File: src/rtl/sw_ctrl_if.sv
// Control/command bundle between the stopwatch divider, user controls and the
// mode controller. The slave side is the controller, the master side drives it.
interface sw_ctrl_if;
    localparam int unsigned STATE_W = 2;

    logic               tick_1hz;
    logic               tick_2hz;
    logic               tick_blink;
    logic               pause_btn;
    logic               adj;
    logic               sel;

    logic               cnt_en;
    logic               sec_inc;
    logic               min_inc;
    logic               cnt_clr;
    logic               div_sync;
    logic               blank_min;
    logic               blank_sec;
    logic               running;
    logic [STATE_W-1:0] state_o;

    modport slave (
        input  tick_1hz, tick_2hz, tick_blink, pause_btn, adj, sel,
        output cnt_en, sec_inc, min_inc, cnt_clr, div_sync,
               blank_min, blank_sec, running, state_o
    );

    modport master (
        output tick_1hz, tick_2hz, tick_blink, pause_btn, adj, sel,
        input  cnt_en, sec_inc, min_inc, cnt_clr, div_sync,
               blank_min, blank_sec, running, state_o
    );
endinterface

File: src/rtl/sw_ctrl.sv
// Stopwatch mode controller: Run / Paused / Adjust FSM turning divider ticks and
// user controls into one-cycle counter commands and display blanking masks.
module sw_ctrl (
    input  logic        clk,
    input  logic        RESET,
    sw_ctrl_if.slave    bus
);
    localparam int unsigned STATE_W = 2;

    typedef enum logic [STATE_W-1:0] {
        ST_PAUSED = 2'b00,
        ST_RUN    = 2'b01,
        ST_ADJ    = 2'b10
    } state_t;

    state_t state_q, state_d;

    logic run_saved_q, run_saved_d;
    logic blink_ph_q,  blink_ph_d;
    logic pause_prev_q;
    logic sel_prev_q;

    logic cnt_en_q,    cnt_en_d;
    logic sec_inc_q,   sec_inc_d;
    logic min_inc_q,   min_inc_d;
    logic cnt_clr_q;
    logic div_sync_q,  div_sync_d;
    logic blank_min_q, blank_min_d;
    logic blank_sec_q, blank_sec_d;
    logic running_q,   running_d;

    logic pause_edge;
    assign pause_edge = bus.pause_btn & ~pause_prev_q;

    // State and registered outputs; pause_prev resets high so a held button cannot toggle
    always_ff @(posedge clk) begin
        if (RESET) begin
            state_q      <= ST_PAUSED;
            run_saved_q  <= 1'b0;
            blink_ph_q   <= 1'b0;
            pause_prev_q <= 1'b1;
            sel_prev_q   <= bus.sel;
            cnt_en_q     <= 1'b0;
            sec_inc_q    <= 1'b0;
            min_inc_q    <= 1'b0;
            cnt_clr_q    <= 1'b1;
            div_sync_q   <= 1'b1;
            blank_min_q  <= 1'b0;
            blank_sec_q  <= 1'b0;
            running_q    <= 1'b0;
        end else begin
            state_q      <= state_d;
            run_saved_q  <= run_saved_d;
            blink_ph_q   <= blink_ph_d;
            pause_prev_q <= bus.pause_btn;
            sel_prev_q   <= bus.sel;
            cnt_en_q     <= cnt_en_d;
            sec_inc_q    <= sec_inc_d;
            min_inc_q    <= min_inc_d;
            cnt_clr_q    <= 1'b0;
            div_sync_q   <= div_sync_d;
            blank_min_q  <= blank_min_d;
            blank_sec_q  <= blank_sec_d;
            running_q    <= running_d;
        end
    end

    // Next state: adj dominates pause edges, pause edges dominate ticks
    always_comb begin
        state_d = state_q;
        case (state_q)
            ST_PAUSED: begin
                if (bus.adj)         state_d = ST_ADJ;
                else if (pause_edge) state_d = ST_RUN;
            end
            ST_RUN: begin
                if (bus.adj)         state_d = ST_ADJ;
                else if (pause_edge) state_d = ST_PAUSED;
            end
            ST_ADJ: begin
                if (!bus.adj)        state_d = run_saved_q ? ST_RUN : ST_PAUSED;
            end
            default:                 state_d = ST_PAUSED;
        endcase
    end

    // Command pulses, saved run flag and blink phase for the coming cycle
    always_comb begin
        cnt_en_d    = 1'b0;
        sec_inc_d   = 1'b0;
        min_inc_d   = 1'b0;
        div_sync_d  = 1'b0;
        run_saved_d = run_saved_q;
        blink_ph_d  = blink_ph_q;
        case (state_q)
            ST_PAUSED: begin
                if (bus.adj) begin
                    run_saved_d = 1'b0;
                    blink_ph_d  = 1'b0;
                end else if (pause_edge) begin
                    div_sync_d  = 1'b1;
                end
            end
            ST_RUN: begin
                if (bus.adj) begin
                    run_saved_d = 1'b1;
                    blink_ph_d  = 1'b0;
                end else if (!pause_edge && bus.tick_1hz) begin
                    cnt_en_d    = 1'b1;
                end
            end
            ST_ADJ: begin
                if (!bus.adj) begin
                    blink_ph_d = 1'b0;
                    div_sync_d = run_saved_q;
                end else begin
                    sec_inc_d = bus.tick_2hz & bus.sel;
                    min_inc_d = bus.tick_2hz & ~bus.sel;
                    if (bus.sel != sel_prev_q) blink_ph_d = 1'b0;
                    else if (bus.tick_blink)   blink_ph_d = ~blink_ph_q;
                end
            end
            default: blink_ph_d = 1'b0;
        endcase
        blank_sec_d = (state_d == ST_ADJ) & blink_ph_d & bus.sel;
        blank_min_d = (state_d == ST_ADJ) & blink_ph_d & ~bus.sel;
        running_d   = (state_d == ST_RUN);
    end

    assign bus.cnt_en    = cnt_en_q;
    assign bus.sec_inc   = sec_inc_q;
    assign bus.min_inc   = min_inc_q;
    assign bus.cnt_clr   = cnt_clr_q;
    assign bus.div_sync  = div_sync_q;
    assign bus.blank_min = blank_min_q;
    assign bus.blank_sec = blank_sec_q;
    assign bus.running   = running_q;
    assign bus.state_o   = state_q;
endmodule

File: src/flat_wrapper.sv
// flat-port wrapper written by rule: the top's interface ports become plain ports
module sw_ctrl_flat 
  (clk, RESET, bus_tick_1hz, bus_tick_2hz, bus_tick_blink, bus_pause_btn, bus_adj, bus_sel, bus_cnt_en, bus_sec_inc, bus_min_inc, bus_cnt_clr, bus_div_sync, bus_blank_min, bus_blank_sec, bus_running, bus_state_o);
  sw_ctrl_if bus_i ();
  input  logic clk;
  input  logic RESET;
  input wire logic [$bits(bus_i.tick_1hz)-1:0] bus_tick_1hz;
  input wire logic [$bits(bus_i.tick_2hz)-1:0] bus_tick_2hz;
  input wire logic [$bits(bus_i.tick_blink)-1:0] bus_tick_blink;
  input wire logic [$bits(bus_i.pause_btn)-1:0] bus_pause_btn;
  input wire logic [$bits(bus_i.adj)-1:0] bus_adj;
  input wire logic [$bits(bus_i.sel)-1:0] bus_sel;
  output wire logic [$bits(bus_i.cnt_en)-1:0] bus_cnt_en;
  output wire logic [$bits(bus_i.sec_inc)-1:0] bus_sec_inc;
  output wire logic [$bits(bus_i.min_inc)-1:0] bus_min_inc;
  output wire logic [$bits(bus_i.cnt_clr)-1:0] bus_cnt_clr;
  output wire logic [$bits(bus_i.div_sync)-1:0] bus_div_sync;
  output wire logic [$bits(bus_i.blank_min)-1:0] bus_blank_min;
  output wire logic [$bits(bus_i.blank_sec)-1:0] bus_blank_sec;
  output wire logic [$bits(bus_i.running)-1:0] bus_running;
  output wire logic [$bits(bus_i.state_o)-1:0] bus_state_o;
  assign bus_i.tick_1hz = bus_tick_1hz;
  assign bus_i.tick_2hz = bus_tick_2hz;
  assign bus_i.tick_blink = bus_tick_blink;
  assign bus_i.pause_btn = bus_pause_btn;
  assign bus_i.adj = bus_adj;
  assign bus_i.sel = bus_sel;
  assign bus_cnt_en = bus_i.cnt_en;
  assign bus_sec_inc = bus_i.sec_inc;
  assign bus_min_inc = bus_i.min_inc;
  assign bus_cnt_clr = bus_i.cnt_clr;
  assign bus_div_sync = bus_i.div_sync;
  assign bus_blank_min = bus_i.blank_min;
  assign bus_blank_sec = bus_i.blank_sec;
  assign bus_running = bus_i.running;
  assign bus_state_o = bus_i.state_o;
  sw_ctrl u_core (.clk(clk), .RESET(RESET), .bus(bus_i));
endmodule
File: config.mk
export PLATFORM = sky130hd
export DESIGN_NAME = sw_ctrl_flat
export DESIGN_NICKNAME = d
export VERILOG_FILES = /design/src/rtl/sw_ctrl_if.sv /design/src/rtl/sw_ctrl.sv /design/src/flat_wrapper.sv
export SDC_FILE = /design/constraint.sdc
export NUM_CORES = 1
export LEC_CHECK = 0
export CAP_MARGIN = 20
export CORE_AREA = 2 2 39 41
export DETAILED_ROUTE_END_ITERATION = 16
export DIE_AREA = 0 0 41 43
export PLACE_DENSITY = 0.71
export SLEW_MARGIN = 20
export SYNTH_ARGS = -nofsm -noshare
export SYNTH_HDL_FRONTEND = slang
export SYNTH_SLANG_ARGS = --single-unit
File: constraint.sdc
create_clock -name clk -period 2.65 [get_ports clk]
set_input_delay 0.795 -clock clk [delete_from_list [all_inputs] [get_ports clk]]
set_output_delay 0.795 -clock clk [all_outputs]
set_load 0.02 [all_outputs]
==> impl_metrics.yaml, run 1 <==
timing:
  min_period_ns: 2.207
  setup_viol: 0
  clock_skew_ns: 0.0007804
  slew_headroom_pct: 80.46
  hold_viol: 0
  fmax_mhz: 453.1
  finalSetupTns_ns: 0
  post-route-period-util_pct: 83.29
  setup_slack_ns: 0.4429
  rsz0062_at_grt: "false"
  drv_slew: 0
  tightestPinTransition_ns: 0.2922
place:
  port_buffers: 17
  hpwl_microns: 640.7
  place_congestion: 0.7749
  place_ws_ns: 0.5523
setup_path:
  required_ns: 1.86
  start_kind: "flip-flop"
  rr_startpoint: "u_core.bus.state_o[1]"
  worstSetupPathType: "reg -> out"
  worst-path-buf-inv: 1
  critPathMaxStageDelay_ns: 0.66
  crit_family: "buffers and inverters"
  r2r_end: "u_core.bus.running"
  reg2reg_depth: 2
  cp.depth: 1
  cpMaxStageDelayCell: "clkdlybuf4s50_1"
  critPathArrivalTime_ns: 1.41
  r2r_setup_slack_ns: 1.47
  end_kind: "primary output"
  path_cells: "clkdlybuf4s50_1"
  critical_path_peak_fanout: 10
power_and_ir_drop:
  internal_power_w: 0.0003221
  p_clk_share_pct: 37.5
  comb_power_share_pct: 9.4
  p_sw_share_pct: 22.27
  p_per_area_nw_per_um2: 590.4
  power_switching_w: 0.00009230
  cellLeakagePower_nw: 0.2748
  pwr-share-seq_pct: 53.1
  vdd_ir_drop_max_v: 0.0002816
worst_hold_path:
  hold_end: "u_core.bus.blank_sec"
  hold_class: "reg -> reg"
  whs_path_depth: 2
  min-delay-start: "u_core.sel_prev_q"
route:
  drt-total-wl_microns: 872
  drc: 0
  viasPerCell: 4.889
  first_pass_iters: 4
  ant_nets: 0
  drt_iter0_markers: 7
  drt-wirelength-per-cell_microns: 10.77
  vias: 396
final_layout:
  fin_nets: 74
  drive_gt1_share_pct: 12.31
  n_antenna_cell: 0
  area_growth_pct: 47.63
yosys:
  synth_nets: 52
  ys_types: 19
  synth_seq_cells: 14
  syn_avg_cell_area_sq_um: 10.81
  synth_cells: 44
  ys.warnings.count: 0
  synth_edf_count: 0
  async_reset_ff_share_pct: 0
  synth_top_area_share_pct: 58.95
  yosysTopAreaCell: "dfxtp_1"
  synth_seq_area_share_pct: 58.95
  synthFlopType: "dfxtp_1"
  synth_area_sq_um: 475.5
  ys_top_cells_by_area: "dfxtp_1 (59%), nand2_1 (3.9%), a311oi_1 (3.7%)"
  post-synth-top-count-cell: "dfxtp_1"
  synth_common_cells: "dfxtp_1 (14), nand2_1 (5), nor2_1 (4)"
grt:
  grt_max_degree: 11
  antenna_found_initial: 0
  grt_first_pass_wirelength_microns: 1435
  grt_usage_pct: 12.39
  grt_util_met1_pct: 15.58
  met2_usage_pct: 15.94
  busiest_layer: "met2"
  gr-total-overflow: 0
  met3_usage_pct: 3.141
  grt_pass1_vias: 338
cts:
  cts-buffers-inserted: 3
  ctsResizeCount: 0
  root_buffer: "clkbuf_4"
  cts_tree: "done"
  clockBufferDepth: 2
  postCtsSetupBuffers: 0
  postCtsHoldBufs: 0
  clock-sinks: 14
  clkSlewWorstSetupHoldPaths_ns: 0.09
  clk_latency_ns: 0.28
  htreeDepth: 1
floorplan:
  die_w_microns: 41
  pin_count: 18
  dieArea_sq_um: 1763
  die_height_microns: 43
  rows: 14
  start_util_pct: 34.36
  design.core.area_sq_um: 1384
run:
  maxCapViolCount: 0
status:
  outcome: "finished, final reports clean"
## layout by cell type (no fill, tap or decap), types with 2 or more instances in the layout
| cell type | instances |
|---|---|
| nor3_1 | 2 |
| nor2_1 | 4 |
| nand2_1 | 5 |
| clkdlybuf4s50_1 | 17 |
| a311oi_1 | 2 |
| xor2_1 | 2 |
| clkbuf_4 | 3 |
| dfxtp_1 | 14 |
| nand3b_1 | 2 |
| o21ai_0 | 2 |
## worst max path at each step
stage,to,startpoint
CTS,bus_state_o[1],u_core.bus.state_o[1]
finish,bus_state_o[1],u_core.bus.state_o[1]
global placement,u_core.blink_ph_q,RESET
floorplan,u_core.bus.running,bus_pause_btn
detailed placement,u_core.bus.running,bus_pause_btn
global route,bus_state_o[1],u_core.bus.state_o[1]
## per-stage QoR
stage               area (sq um)  util [%]  total power (W)  cells  hold WS, ns
floorplan                  475.5         -        0.0002400     44       0.4376
global placement           665.6     48.10        0.0002636     77       0.4508
detailed placement         665.6     48.10        0.0002641     77       0.4558
CTS                        701.9     50.72        0.0004191     81       0.4681
global route               701.9     50.72        0.0004322     81       0.4997
finish                     701.9     50.72        0.0004144     81       0.4695
## per-layer routing
layer / up-vias / part of all wire (%)
met5: - / 0
met4: 0 / 4.8
met3: 5 / 4.9
met2: 17 / 43
met1: 176 / 47
li1: 198 / -
## power groups by stage
stage           logic, W  clock network (W)  registers, W
2_1_floorplan  0.0000109                  0      0.000229
3_3_place_gp   0.0000386                  0      0.000225
3_5_place_dp   0.0000391                  0      0.000225
4_1_cts        0.0000393           0.000160      0.000220
5_1_grt        0.0000425           0.000169      0.000221
6_report       0.0000390           0.000155      0.000220
## sequential cells by signal (all words and copies together), names as in the netlist
| signal | flops |
|---|---|
| u_core.bus.running | 1 |
| u_core.bus.sec_inc | 1 |
| u_core.run_saved_q | 1 |
| u_core.sel_prev_q | 1 |
| u_core.bus.div_sync | 1 |
| u_core.bus.blank_sec | 1 |
| u_core.blink_ph_q | 1 |
| u_core.bus.blank_min | 1 |
| u_core.pause_prev_q | 1 |
| u_core.bus.min_inc | 1 |
| u_core.bus.state_o | 2 |
| u_core.bus.cnt_en | 1 |
| u_core.bus.cnt_clr | 1 |
## cell type report
type / instances / area, sq um
sequential: 14 / 280.3
clock buffer: 4 / 36.28
timing repair buffer: 17 / 170.2
tap: 16 / 20.02
fill: 134 / 681.9
multi-input combinational: 30 / 195.2
## cell families after synthesis
logic type / synth area share, %
compound gates: 8.421
xor+xnor: 3.685
flops: 58.95
simple gates: 26.84
mux: 2.105
Power figures use the tool's default switching activity.
==> run 2: changes to the inputs <==
clock period = 2.1 ns   (was 2.65 ns; I/O delays follow)
==> run 2 against run 1 <==
Against the previous run:
- die area did not move
- design area rose by 0.36%
- flip-flop and latch count did not move
- count of clock-buffer cells in the layout fell by 1
- largest cell class unchanged
==> impl_metrics.yaml, run 2 (synthesized netlist as in run 1, its figures left out) <==
status:
  outcome: "finished, final reports clean"
cts:
  cts_tree: "done"
  clockBufferDepth: 2
  cts-buffers-inserted: 3
  clock-sinks: 14
  root_buffer: "clkbuf_4"
  htreeDepth: 1
  clkSlewWorstSetupHoldPaths_ns: 0.08
  postCtsHoldBufs: 0
  clk_latency_ns: 0.27
grt:
  busiest_layer: "met1"
  grt_max_degree: 11
  grt_pass1_vias: 307
  grt_first_pass_wirelength_microns: 1331
  grt_usage_pct: 11.91
  met3_usage_pct: 4.712
  grt_util_met1_pct: 15.36
  antenna_found_initial: 0
  gr-total-overflow: 0
  met2_usage_pct: 14.69
timing:
  tightestPinTransition_ns: 0.2236
  post-route-period-util_pct: 92.77
  hold_viol: 0
  clock_skew_ns: 0.002097
  min_period_ns: 1.948
  slew_headroom_pct: 85.05
  finalSetupTns_ns: 0
  setup_viol: 0
  drv_slew: 0
  fmax_mhz: 513.3
  setup_slack_ns: 0.1518
  rsz0062_at_grt: "false"
floorplan:
  pin_count: 18
  rows: 14
  die_height_microns: 43
  dieArea_sq_um: 1763
  design.core.area_sq_um: 1384
  die_w_microns: 41
  start_util_pct: 34.36
final_layout:
  seqCellArea_sq_um: 281.5
  multi_input_area_sq_um: 195.2
  final_common_cell: "clkdlybuf4s50_1"
  fin_nets: 76
  drive_gt1_share_pct: 15.15
  fill_cells: 141
  n_antenna_cell: 0
  layout_common_cells: "clkdlybuf4s50_1 (17), dfxtp_1 (13), nand2_1 (5)"
  area_growth_pct: 48.16
  largest_reg_flops: 2
run:
  maxCapViolCount: 0
route:
  drt-wirelength-per-cell_microns: 11.13
  drt_iter0_markers: 2
  ant_nets: 0
  first_pass_iters: 2
  vias: 384
  drc: 0
  viasPerCell: 4.683
  drt-total-wl_microns: 913
place:
  port_buffers: 17
  place_ws_ns: 0.2068
  place_congestion: 0.8018
  hpwl_microns: 673
setup_path:
  path_cells: "clkdlybuf4s50_1"
  start_kind: "flip-flop"
  end_kind: "primary output"
  cpMaxStageDelayCell: "clkdlybuf4s50_1"
  critPathArrivalTime_ns: 1.32
  crit_family: "buffers and inverters"
  critPathMaxStageDelay_ns: 0.63
  critical_path_peak_fanout: 10
  worstSetupPathType: "reg -> out"
  worst-path-buf-inv: 1
  required_ns: 1.47
worst_hold_path:
  hold_class: "reg -> reg"
power_and_ir_drop:
  cellLeakagePower_nw: 0.2781
  power.total_w: 0.0004766
  vdd_ir_drop_max_v: 0.0003236
  p_per_area_nw_per_um2: 676.6
run 2: cell count changes in the layout (fill, tap and decap cells not counted):
cell,change
buf_4,+2
dfxtp_1,-1
clkbuf_8,-1
dfxtp_2,+1
run 2: timing repair:
item | in CTS | in global routing
setup endpoints to repair | 0 | 1
gates resized for setup | 0 | 1
setup buffers | 0 | 0
run 2: final cells by class:
| cell class | instances | area share [%] |
|---|---|---|
| timing repair buffer | 19 | 26.29 |
| multi-input combinational | 30 | 27.71 |
| tap | 16 | 2.842 |
| sequential | 14 | 39.96 |
| clock buffer | 3 | 3.197 |
run 2: path summary, 6_finish.rpt:
kind                         startpoint              endpoint  slack, ns  depth (start not counted)
setup / recovery  u_core.bus.state_o[1]        bus_state_o[1]       0.15                          1
hold / removal        u_core.sel_prev_q  u_core.bus.blank_min       0.48                          1
setup reg to reg  u_core.bus.state_o[0]    u_core.bus.running       0.91                          3
hold reg to reg       u_core.sel_prev_q  u_core.bus.blank_min       0.48                          1
run 2: power by group:
group          internal [W]  switching, W   total, W
registers          0.000273    0.00000482   0.000278
logic             0.0000301     0.0000214  0.0000515
clock network     0.0000664     0.0000812   0.000148
total              0.000369      0.000107   0.000477
run 2: metal layers:
layer	wire length, microns	vias up
met5	0	-
met3	40	2
met4	7	0
met2	393	11
li1	-	200
met1	470	171
run 2: stage by stage:
| step | hold WS [ns] | util, % | cell area (sq um) | cells |
|---|---|---|---|---|
| final | 0.4752 | 50.90 | 704.4 | 82 |
| after floorplan | 0.4376 | - | 475.5 | 44 |
| after CTS | 0.4724 | 50.81 | 703.2 | 82 |
| after global routing | 0.4959 | 50.90 | 704.4 | 82 |
| after global placement | 0.4495 | 49.19 | 680.7 | 79 |
| after detailed placement | 0.4528 | 49.19 | 680.7 | 79 |
==> run 3: changes to the inputs <==
RECOVER_POWER = 50   (was unset)
==> run 3 against run 2 <==
Against the previous run:
- routed wire length down 0.11%
- final cell count unchanged
- non-clock buffer count stayed put
- critical path depth did not move
- sequential power is essentially flat
- die area is the same
- combinational power decreased by 3.9%
- count of clock-buffer cells in the layout unchanged
- worst hold slack did not move
==> impl_metrics.yaml, run 3 (synthesized netlist as in run 1, its figures left out) <==
setup_path:
  reg2reg_depth: 3
  critical_path_peak_fanout: 10
  r2r_setup_slack_ns: 0.92
  r2r_end: "u_core.bus.running"
  required_ns: 1.47
  crit_start: "u_core.bus.state_o[1]"
  crit_family: "buffers and inverters"
  critPathArrivalTime_ns: 1.32
  path_cells: "clkdlybuf4s50_1"
  start_kind: "flip-flop"
  cp.depth: 1
  worstSetupPathType: "reg -> out"
  cpMaxStageDelayCell: "clkdlybuf4s50_1"
  critPathCapture: "bus_state_o[1]"
  worst-path-buf-inv: 1
  critPathMaxStageDelay_ns: 0.63
  end_kind: "primary output"
  rr_startpoint: "u_core.bus.state_o[0]"
timing:
  tightestPinTransition_ns: 0.3141
  slew_headroom_pct: 79.06
  hold_viol: 0
  setup_viol: 0
  clock_skew_ns: 0.002062
  fmax_mhz: 513.3
  rsz0062_at_grt: "false"
  setup_slack_ns: 0.1519
  hold_slack_ns: 0.4752
  min_period_ns: 1.948
  post-route-period-util_pct: 92.77
  finalSetupTns_ns: 0
  drv_slew: 0
route:
  top_layer: "met4"
  dr_wl_met2_microns: 393
  drc: 0
  wl_met1_microns: 471
  ant_nets: 0
  viasPerCell: 4.683
  vias: 384
  drt-total-wl_microns: 912
  wl_met3_microns: 40
  first_pass_iters: 2
  drt_iter0_markers: 2
  drt-wirelength-per-cell_microns: 11.12
final_layout:
  fill_cells: 140
  n_antenna_cell: 0
  largest_reg_flops: 2
  fin_nets: 76
  layout_common_cells: "clkdlybuf4s50_1 (14), dfxtp_1 (13), nand2_1 (5)"
  final_core_util_pct: 50.63
  drive_gt1_share_pct: 13.64
  final_common_cell: "clkdlybuf4s50_1"
  area_growth_pct: 47.37
  instances_no_fill: 82
floorplan:
  die_w_microns: 41
  pin_count: 18
  die_height_microns: 43
  rows: 14
  start_util_pct: 34.36
  dieArea_sq_um: 1763
  design.core.area_sq_um: 1384
power_and_ir_drop:
  pwr-share-seq_pct: 58.5
  p_per_area_nw_per_um2: 677.4
  vdd_ir_drop_max_v: 0.0003231
  p_clk_share_pct: 31.1
  power_switching_w: 0.0001074
  cellLeakagePower_nw: 0.2753
  comb_power_share_pct: 10.4
  internal_power_w: 0.0003673
  p_sw_share_pct: 22.62
cts:
  clkSlewWorstSetupHoldPaths_ns: 0.08
  cts_tree: "done"
  cts-buffers-inserted: 3
  clock-sinks: 14
  clk_latency_ns: 0.27
  clockBufferDepth: 2
  htreeDepth: 1
  postCtsHoldBufs: 0
  root_buffer: "clkbuf_4"
status:
  outcome: "finished, final reports clean"
place:
  hpwl_microns: 673
  port_buffers: 17
  placed_cells: 79
  place_ws_ns: 0.2068
  place_congestion: 0.8018
grt:
  grt_max_degree: 11
  antenna_found_initial: 0
  grt_usage_pct: 11.91
  grt_first_pass_wirelength_microns: 1331
  grt_pass1_vias: 307
  gr-total-overflow: 0
run:
  maxCapViolCount: 0
worst_hold_path:
  whs_path_depth: 1
  hold_class: "reg -> reg"
-- run 3: final cells by class --
cell class	count	area, sq um	share of cell area, %
multi-input combinational	30	195.2	27.86
timing repair buffer	19	181.4	25.89
tap	16	20.02	2.857
sequential	14	281.5	40.18
clock buffer	3	22.52	3.214
-- run 3: timing repair --
action                     CTS  global route
setup buffers                0             0
resized for setup            0             1
setup endpoints to repair    0             1
-- run 3: per-stage QoR --
step,cell area [sq um],total power [W]
final,700.7,0.0004747
after global routing,700.7,0.0004985
after CTS,703.2,0.0004793
after detailed placement,680.7,0.0003352
after global placement,680.7,0.0003345
after floorplan,475.5,0.0003029
-- run 3: per-layer routing --
| layer | GRT usage, % | vias to the layer above |
|---|---|---|
| li1 | - | 200 |
| met1 | 15.36 | 171 |
| met4 | 10.00 | 0 |
| met3 | 4.712 | 2 |
| met2 | 14.69 | 11 |
| met5 | 0 | - |
-- run 3: how the worst min path moves through the flow --
stage                       from                   end
2_1_floorplan  u_core.sel_prev_q  u_core.bus.blank_min
3_3_place_gp   u_core.sel_prev_q  u_core.bus.blank_min
3_5_place_dp   u_core.sel_prev_q  u_core.bus.blank_min
4_1_cts        u_core.sel_prev_q  u_core.bus.blank_min
5_1_grt        u_core.sel_prev_q  u_core.bus.blank_min
6_report       u_core.sel_prev_q  u_core.bus.blank_min
-- run 3: power by group through the flow --
stage | sequential [W] | combinational [W] | clock, W
final | 0.000278 | 0.0000495 | 0.000148
after global routing | 0.000279 | 0.0000532 | 0.000166
after CTS | 0.000277 | 0.0000520 | 0.000150
after detailed placement | 0.000284 | 0.0000517 | 0
after global placement | 0.000283 | 0.0000513 | 0
after floorplan | 0.000289 | 0.0000138 | 0
-- run 3: worst reg2reg max path, stage by stage (launching register included) --
cell      delay, ns
dfxtp_1        0.32
buf_4          0.15
or3_1          0.36
a311oi_1       0.26
